--- src/rtl/teclado_pkg.sv ---
// teclado_pkg: shared types and constants for the keypad contact emulator.
package teclado_pkg;
  typedef enum logic [3:0] {
    COL0 = 4'b0111,
    COL1 = 4'b1011,
    COL2 = 4'b1101,
    COL3 = 4'b1110
  } col_e;
  typedef enum logic [1:0] {
    IDLE,
    PRESS_BOUNCE,
    HOLD,
    RELEASE_BOUNCE
  } state_e;
  localparam logic [3:0] ROW_IDLE = 4'b1111;
endpackage

--- src/rtl/teclado_emulador_lfsr8.sv ---
// lfsr8: 8-bit Fibonacci LFSR (taps 8,6,5,4), seeded 8'hA5, free-running.
module lfsr8 (
  input  logic       clk,
  input  logic       rst,
  output logic [7:0] lfsr_o
);
  always_ff @(posedge clk or posedge rst)
    if (rst) lfsr_o <= 8'hA5;
    else lfsr_o <= {lfsr_o[6:0], lfsr_o[7] ^ lfsr_o[5] ^ lfsr_o[4] ^ lfsr_o[3]};
endmodule

--- src/rtl/teclado_emulador.sv ---
// teclado_emulador: emulates one matrix-keypad press with bounce, hold and release phases.
// Define TECLADO_BOUNCE_EMU_EN to make the contact chatter pseudo-randomly inside the bounce windows.
module teclado_emulador
  import teclado_pkg::*;
#(
  parameter int unsigned HOLD_CYCLES   = 600,
  parameter int unsigned BOUNCE_CYCLES = 40
) (
  input  logic       clk,
  input  logic       rst,
  input  logic       start,
  input  logic [3:0] key_code,
  input  logic [3:0] col_in,
  output logic [3:0] row_out,
  output logic       busy,
  output logic       done
);
  localparam logic [15:0] B = 16'(BOUNCE_CYCLES);
  localparam logic [15:0] H = 16'(HOLD_CYCLES);
  // Zero-length phases are skipped by jumping straight to the next non-empty one.
  localparam state_e AFTER_HOLD = (B != 16'd0) ? RELEASE_BOUNCE : IDLE;
  localparam state_e AFTER_PB   = (H != 16'd0) ? HOLD : AFTER_HOLD;
  localparam state_e AFTER_IDLE = (B != 16'd0) ? PRESS_BOUNCE : AFTER_PB;
  state_e      state_q, state_d;
  logic [15:0] cnt_q, cnt_d;
  logic [3:0]  key_q, key_d;
  logic        contact_q, contact_d, busy_q, done_q, done_d, pb_c, rb_c;
`ifdef TECLADO_BOUNCE_EMU_EN
  logic [7:0] lfsr;
  logic       last_b;
  lfsr8 u_lfsr (.clk(clk), .rst(rst), .lfsr_o(lfsr));
  assign last_b = cnt_d == B - 16'd1;
  assign pb_c   = last_b | lfsr[0];
  assign rb_c   = ~last_b & lfsr[0];
`else
  assign pb_c = 1'b0;
  assign rb_c = 1'b1;
`endif
  always_comb begin
    state_d = state_q;
    cnt_d   = cnt_q + 16'd1;
    key_d   = key_q;
    done_d  = 1'b0;
    case (state_q)
      IDLE: begin
        cnt_d = 16'd0;
        if (start) begin
          key_d   = key_code;
          state_d = AFTER_IDLE;
          done_d  = AFTER_IDLE == IDLE;
        end
      end
      PRESS_BOUNCE: if (cnt_q == B - 16'd1) begin
        state_d = AFTER_PB;
        cnt_d   = 16'd0;
      end
      HOLD: if (cnt_q == H - 16'd1) begin
        state_d = AFTER_HOLD;
        cnt_d   = 16'd0;
      end
      default: if (cnt_q == B - 16'd1) begin
        state_d = IDLE;
        cnt_d   = 16'd0;
      end
    endcase
    if (state_q != IDLE && state_d == IDLE) done_d = 1'b1;
    contact_d = (state_d == HOLD) | (state_d == PRESS_BOUNCE & pb_c) | (state_d == RELEASE_BOUNCE & rb_c);
  end
  always_ff @(posedge clk or posedge rst)
    if (rst) begin
      state_q   <= IDLE;
      cnt_q     <= 16'd0;
      key_q     <= 4'd0;
      contact_q <= 1'b0;
      busy_q    <= 1'b0;
      done_q    <= 1'b0;
    end else begin
      state_q   <= state_d;
      cnt_q     <= cnt_d;
      key_q     <= key_d;
      contact_q <= contact_d;
      busy_q    <= state_d != IDLE;
      done_q    <= done_d;
    end
  // Only the latched target column can close the latched row.
  always_comb begin
    row_out = ROW_IDLE;
    if (contact_q && !col_in[2'd3 - key_q[1:0]]) row_out[2'd3 - key_q[3:2]] = 1'b0;
  end
  assign busy = busy_q;
  assign done = done_q;
endmodule

--- config.mk ---
export PLATFORM = sky130hd
export DESIGN_NAME = teclado_emulador
export DESIGN_NICKNAME = d
export VERILOG_FILES = /design/src/rtl/teclado_pkg.sv /design/src/rtl/teclado_emulador_lfsr8.sv /design/src/rtl/teclado_emulador.sv
export SDC_FILE = /design/constraint.sdc
export NUM_CORES = 1
export LEC_CHECK = 0
export ABC_AREA = 1
export CORE_MARGIN = 4
export CORE_UTILIZATION = 32
export DETAILED_ROUTE_END_ITERATION = 10
export PLACE_DENSITY = 0.56
export SETUP_SLACK_MARGIN = 0.1
export SLEW_MARGIN = 30
export SYNTH_ARGS = -nofsm -noshare
export SYNTH_HDL_FRONTEND = slang
export SYNTH_SLANG_ARGS = --single-unit
--- constraint.sdc ---
create_clock -name clk -period 3.44 [get_ports clk]
set_input_delay 0.688 -clock clk [delete_from_list [all_inputs] [get_ports clk]]
set_output_delay 0.688 -clock clk [all_outputs]
set_load 0.01 [all_outputs]
### Word level (Yosys, flattened, before mapping)

Index checks and enable logic that the tools add are counted.
Widths: inputs -> output; s select.

| word-level totals | value |
|---|---|
| bits in registers | 25 |
| bits of input ports | 11 |

| cells by class | value |
|---|---|
| equal/unequal tests | 6 |
| mux-type cells | 14 |
| reductions and logical operators | 9 |
| order comparisons | 3 |
| $add $sub $neg | 3 |
| bitwise gates (word level) | 2 |

Operator list:

| operator | count |
|---|---|
| $mux 16 | 2 |
| $pmux 16 s2 | 1 |
| $add 16x1->16 const B | 1 |
| $eq 16x10->1 const B | 1 |
| $eq 16x6->1 const B | 1 |
| $mux 2 | 4 |
| $eq 2x2->1 const B | 3 |
| $lt 2x3->1 const B | 2 |
| $pmux 2 s3 | 1 |
| $logic_not 2->1 | 2 |
| $mux 4 | 1 |
| $not 4->4 | 1 |
| $reduce_bool 2->1 | 2 |
| $sub 2x2->2 const A | 2 |
| $logic_and 1x1->1 | 3 |
| $mux 1 | 3 |
| $bmux 1 s2 | 1 |
| $demux 1 s2 | 1 |
| $eq 2x1->1 const B | 1 |
| $ge 2x1->1 const B | 1 |
| $reduce_and 2->1 | 1 |
| $logic_not 1->1 | 1 |
| $or 1x1->1 | 1 |

### Logic depth before layout (Yosys ltp)

Gate-level depths: netlist of the first run.

| depth | value |
|---|---|
| depth after elaboration | 7 |
| gate-level depth with buffers | 10 |
| depth with buffers taken out | 10 |

### Least setup slack after synthesis of the first run

Ideal clock, no wire load.

| timing | value |
|---|---|
| path type | input to output |
| start | input port col_in[0] |
| end | output port row_out[0] |
| data arrival time | 1.191 ns |
| data required time | 2.752 ns |
| slack | 1.561 ns |
| stages | 6 |
| cells stage by stage | nand2_1 > nand2_1 > a21oi_1 > o21ai_0 > nor2_1 > nand2_1 |

| between the ends | value |
|---|---|
| cells in the longest elaborated chain, start to end | 5 |

RTL lines:

| item | line | source |
|---|---|---|
| from (decl) | teclado_emulador.sv:13 | `input logic [3:0] col_in,` |
| $bmux 1 s2 | teclado_emulador.sv:88 | `if (contact_q && !col_in[2'd3 - key_q[1:0]]) row_out[2'd3 - key_q[3:2]] = 1'b0;` |
| $mux 1 (not written as such) | teclado_emulador.sv:88 |  |
| $logic_not 1->1 | teclado_emulador.sv:88 |  |
| $logic_and 1x1->1 | teclado_emulador.sv:88 |  |
| $mux 4 | teclado_emulador.sv:88 |  |
| to (decl) | teclado_emulador.sv:14 | `output logic [3:0] row_out,` |

No other way between the ends. The select of a mux whose other input is x is not followed.

### Worst setup path after layout of the first run

| timing | value |
|---|---|
| start | input port col_in[3] |
| end | output port row_out[0] |

Same word-level chain as after synthesis.

==> metrics.csv, run 1 <==
metric,value,unit
outcome,"finished, final reports clean",
"Req. time, crit path",2.75,ns
crit share post-route,81.1,%
vias in the first global route,1405,
worst-margin pin slew,0.834,ns
first-pass GRT wire length,6.44,mm
clock latency at the later pin of the worst-skew pair,0.27,ns
final hold violations,0,
Via density,4.61,
Worst path slowest cell,clkdlybuf4s50_1,
Iter 0 DRT Violations,108,
setup violators final,0,
Starting Density,33.0,%
final worst slack,0.651,ns
clk root buf,clkbuf_8,
pre-CTS WS,0.621,ns
Startpoint Class,input port,
Worst Setup End Kind,primary output,
Synthesis Warnings,0,
clk buf depth,2,
RSZ-0062 raised after global routing,no,
Pleak,0.000888,µW
initial antenna violation count,0,
largest net degree at the start of global routing,25,
register area share after synthesis,38.5,%
Die Area,6050,µm²
Vias,1452,
Syn-to-layout area delta,17.8,%
Routed WL,3.72,mm
Post-Syn Nets,242,
Max Clock Freq,0.359,GHz
WL met2,1.70,mm
Total Routing Usage GR,13.5,%
non-filler cells in the finished layout,315,
crit path DAT,2.10,ns
Final ANT Viol Nets,0,
worst-path cell chain,clkdlybuf4s50_1 -> o21ai_0 -> o21ai_0 -> nor2_1 -> nand2_1 -> clkdlybuf4s50_1,
die width,77.8,µm
synthesized instance count,230,
clk sinks,24,
TritonCTS clock tree,done,
fillers,526,
Hold Crit Class,reg -> reg,
GPL Wtd Cong,0.835,
routed wire length per instance,11.8,µm
CTS Hold Bufs,0,
Ports,17,
Final HPWL DP,2.84,mm
PwrDens,273,nW/µm²
Core Area,4720,µm²
GRT overflow,0,
"Reg clk slew, reported paths",0.09,ns
drt pass-1 iters,4,
worst hold path stage count,2,
met3 routed WL,187,µm
H-tree depth,1,
Peak supply drop,0.000196,V
minimum clock period,2.79,ns
reg2reg path depth,5,
Max Used Layer,met4,
DR DRC count,0,
Clock Skew,0.00134,ns
share of layout cells above drive strength 1,11.7,%
port buffer count,16,
Antenna Cells,0,
Post-CTS Setup Inserts,0,
num rows,25,
Post-Place Cells,311,
Crit Path Max Fanout,2,
M1 wire length,1.80,mm
setup TNS,0,ns
Final Max Tran Viols,0,
Nets,261,
cts repair resizes,0,
"Distinct cells, synth",23,
syn avg cell area,6.78,µm²
CTS Buf Count,3,
Die Height,77.8,µm
CP Class,in -> out,
delay of the slowest critical-path stage,0.53,ns
Slew HR,44.2,%
max-cap violations,0,
Hold WS,0.549,ns
synthesized flop and latch total,24,
area of the mapped netlist,1560,µm²
==> power breakdown <==
group / leakage [µW] / switching [µW] / internal [µW] / total, µW
Combinational: 0.000564 / 8.73 / 11.8 / 20.5
Clock: 0.0000288 / 96.3 / 102 / 199
Sequential: 0.000295 / 0 / 282 / 282
==> worst max-delay path, delay by kind of cell <==
kind	cells	cell delay, ns
and+or+nand+nor	2	0.15
buffers and inverters	2	0.98
AOI/OAI and AO/OA	2	0.29
==> layer usage <==
layer | vias to the layer above | GRT usage (%)
li1 | 765 | -
met1 | 654 | 17.7
met2 | 31 | 22.7
met3 | 2 | 3.02
met4 | 0 | 2.67
met5 | - | 0
==> layout make-up <==
type                    count  area [µm²]  area share, %
multi-input cells         174         825           44.9
repair buffers             16         160           8.72
inverters                  30         113           6.13
flip-flops and latches     24         601           32.7
well taps                  67        83.8           4.56
clock buffers               4        55.1           3.00
==> cell usage after synthesis <==
cell type	instances	area, µm²
nand2_1	66	248
nor2_1	33	124
nand3_1	28	140
inv_1	26	97.6
dfrtp_1	24	601
a21oi_1	9	45.0
nand4_1	8	50.1
nand2_2	7	43.8
nor2_2	6	37.5
inv_2	4	15.0
nor2_4	3	33.8
o21ai_0	3	15.0
a21oi_2	2	17.5
and2_1	2	12.5
a211oi_1	1	7.51
and2_2	1	7.51
and2_4	1	8.76
buf_4	1	7.51
clkbuf_8	1	13.8
ha_1	1	12.5
o21ai_1	1	5.00
o21bai_1	1	7.51
xor2_1	1	8.76
==> through the flow <==
stage,power [µW],instance area [µm²],utilization (%)
3_3_place_gp,308,1780,37.7
4_1_cts,508,1840,38.9
6_report,501,1840,38.9
5_1_grt,522,1840,38.9
2_1_floorplan,294,1560,-
3_5_place_dp,309,1780,37.7
==> cells by family (layout without fill, tap and decap cells) <==
kind of cell	count (synthesis)	count (layout)	synth area share, %
compound gates	17	17	6.26
xor+xnor	1	1	0.562
fa+ha+maj	1	1	0.802
buf+inv	32	50	8.59
flops	24	24	38.5
simple gates	155	155	45.3
==> final timing paths <==
check | startpoint | end | slack [ns]
setup reg to reg | state_q[0] | busy | 1.70
max in group asynchronous | rst | cnt_q[11] | 2.32
hold / removal | key_q[1] | key_q[1] | 0.55
min in group asynchronous | rst | key_q[2] | 0.76
setup / recovery | col_in[3] | row_out[0] | 0.65
hold reg to reg | key_q[1] | key_q[1] | 0.55
==> flip-flops by register name (all words and copies together) (netlist names) <==
register and count:
key_q 4, cnt_q 16, done 1, busy 1, contact_q 1, state_q 1
==> placed cells by master (no fill, tap or decap), drive strengths merged <==
master,count
nand2,73
nor2,42
inv,30
nand3,28
dfrtp,24
clkdlybuf4s50,16
a21oi,11
nand4,8
clkbuf,4
o21ai,4
and2,4
xor2,1
a211oi,1
o21bai,1
ha,1
Power figures use the tool's default switching activity.
==> run 2: changes to the inputs <==
- clock period: 3.44 -> 2.7 ns (I/O delays scaled with it)
==> metrics.csv, run 2 (same netlist as run 1, synthesis figures left out) <==
metric,value,unit,change
outcome,"finished, final reports clean",,
Worst Setup End Kind,primary output,,
Post-Place Cell Area,1810,µm²,+1.7%
Post-CTS Setup Inserts,0,,unchanged
minimum clock period,2.51,ns,
routed wire length per instance,11.9,µm,+0.82%
GPL Wtd Cong,0.831,,-0.43%
crit path DAT,1.97,ns,-0.13 ns
fillers,501,,-4.8%
"commonest non-fill, non-tap cell in the layout",nand2_1,,
number of flip-flops in the largest register,16,,unchanged
Die Height,77.8,µm,unchanged
share of layout cells above drive strength 1,12.7,%,+1.0 points
Syn-to-layout area delta,21.1,%,
RSZ-0062 raised after global routing,yes,,
PwrDens,377,nW/µm²,+38%
Die Area,6050,µm²,unchanged
cell area after layout,1890,µm²,+2.8%
final hold violations,0,,unchanged
Pleak,0.000914,µW,+3.0%
vias in the first global route,1459,,+3.8%
largest net degree at the start of global routing,25,,unchanged
setup TNS,0,ns,unchanged
initial antenna violation count,0,,unchanged
Final Max Tran Viols,0,,unchanged
CP Class,in -> out,,
Top reg by flops,cnt_q,,
"Reg clk slew, reported paths",0.10,ns,about the same
GRT overflow,0,,unchanged
TritonCTS clock tree,done,,
Nets,265,,+1.5%
Startpoint Class,input port,,
clk buf depth,2,,unchanged
Routed WL,3.80,mm,+2.1%
Antenna Cells,0,,unchanged
Slew HR,75.9,%,+32 points
Peak supply drop,0.000265,V,+35%
setup violators final,0,,unchanged
clock latency at the later pin of the worst-skew pair,0.27,ns,about the same
max-cap violations,0,,unchanged
Post-Place Cells,315,,+1.3%
port buffer count,16,,unchanged
Vias,1499,,+3.2%
clk root buf,clkbuf_8,,
Crit Path Max Fanout,2,,unchanged
most frequent cells in the layout,"nand2_1, nor2_1, nand3_1",,
crit share post-route,92.9,%,
Starting Density,33.0,%,unchanged
clk sinks,24,,unchanged
Max Clock Freq,0.399,GHz,
Iter 0 DRT Violations,96,,-11%
die width,77.8,µm,unchanged
Hold Crit Class,reg -> reg,,
H-tree depth,1,,unchanged
"Req. time, crit path",2.16,ns,-0.59 ns
first-pass GRT wire length,6.69,mm,+3.9%
Final HPWL DP,2.88,mm,+1.4%
Via density,4.70,,+1.9%
worst-margin pin slew,0.361,ns,-0.474 ns
CTS Buf Count,3,,unchanged
drt pass-1 iters,4,,unchanged
Clock Skew,0.00859,ns,+0.00726 ns
DR DRC count,0,,unchanged
Ports,17,,unchanged
non-filler cells in the finished layout,319,,+1.3%
Largest regs,"cnt_q: 16 flops, key_q: 4 flops",,
Core Area,4720,µm²,unchanged
r2r setup slk,1.20,ns,-0.50 ns
Final ANT Viol Nets,0,,unchanged
Total Routing Usage GR,13.7,%,+0.25 points
num rows,25,,unchanged
-- run 2: layout make-up --
class | instances | area [µm²] | share of cell area (%)
sequential | 24 | 601 | 31.8
inverter | 30 | 113 | 5.96
clock buffer | 3 | 41.3 | 2.19
timing repair buffer | 20 | 195 | 10.3
multi-input combinational | 174 | 825 | 43.7
clock inverter | 1 | 30.0 | 1.59
tap | 67 | 83.8 | 4.44
-- run 2: critical path, cell delays in order --
cell and delay, ns:
clkdlybuf4s50_1 0.45, o21ai_0 0.07, o21ai_0 0.22, nor2_1 0.10, nand2_1 0.07, clkdlybuf4s50_1 0.53
-- run 2: worst paths after layout --
path | startpoint | to | cells after the start
worst max-delay path | col_in[3] | row_out[3] | 6
worst min-delay path | key_q[1] | key_q[1] | 2
worst max register to register | cnt_q[0] | busy | 10
worst min register to register | key_q[1] | key_q[1] | 2
max in group asynchronous | rst | cnt_q[11] | 3
min in group asynchronous | rst | key_q[2] | 3
-- run 2: report_power, final --
part	switching [µW]	leakage, µW	internal (µW)
sequential	0	0.000295	359
combinational	11.2	0.000584	15.9
clock	127	0.0000357	198
total	139	0.000914	574
-- run 2: per-layer routing --
metal | up-vias | wire length (µm) | global-route usage [%]
met5 | - | 0 | 0
met4 | 0 | 46 | 3.38
met3 | 6 | 192 | 3.36
met2 | 33 | 1800 | 23.2
met1 | 693 | 1760 | 17.5
li1 | 767 | - | -
-- run 2: timing repair --
action | CTS | global route
hold buffers | 0 | 0
gates resized for setup | 0 | 2
endpoints found under the setup margin | 0 | 3
endpoints found under the hold margin | 0 | 0
-- run 2: per-stage QoR --
step,hold WS (ns),util (%),power [µW],setup slack (ns)
2_1_floorplan,0.503,-,375,1.12
3_3_place_gp,0.534,38.4,394,0.205
3_5_place_dp,0.528,38.4,394,0.163
4_1_cts,0.548,39.9,727,0.160
5_1_grt,0.592,40.0,748,0.0579
6_report,0.544,40.0,712,0.192
==> run 3: changes to the inputs <==
- CAP_MARGIN: default -> 15
==> results of run 3 <==
Final layout, timing and power as in run 2 (identical DEF).
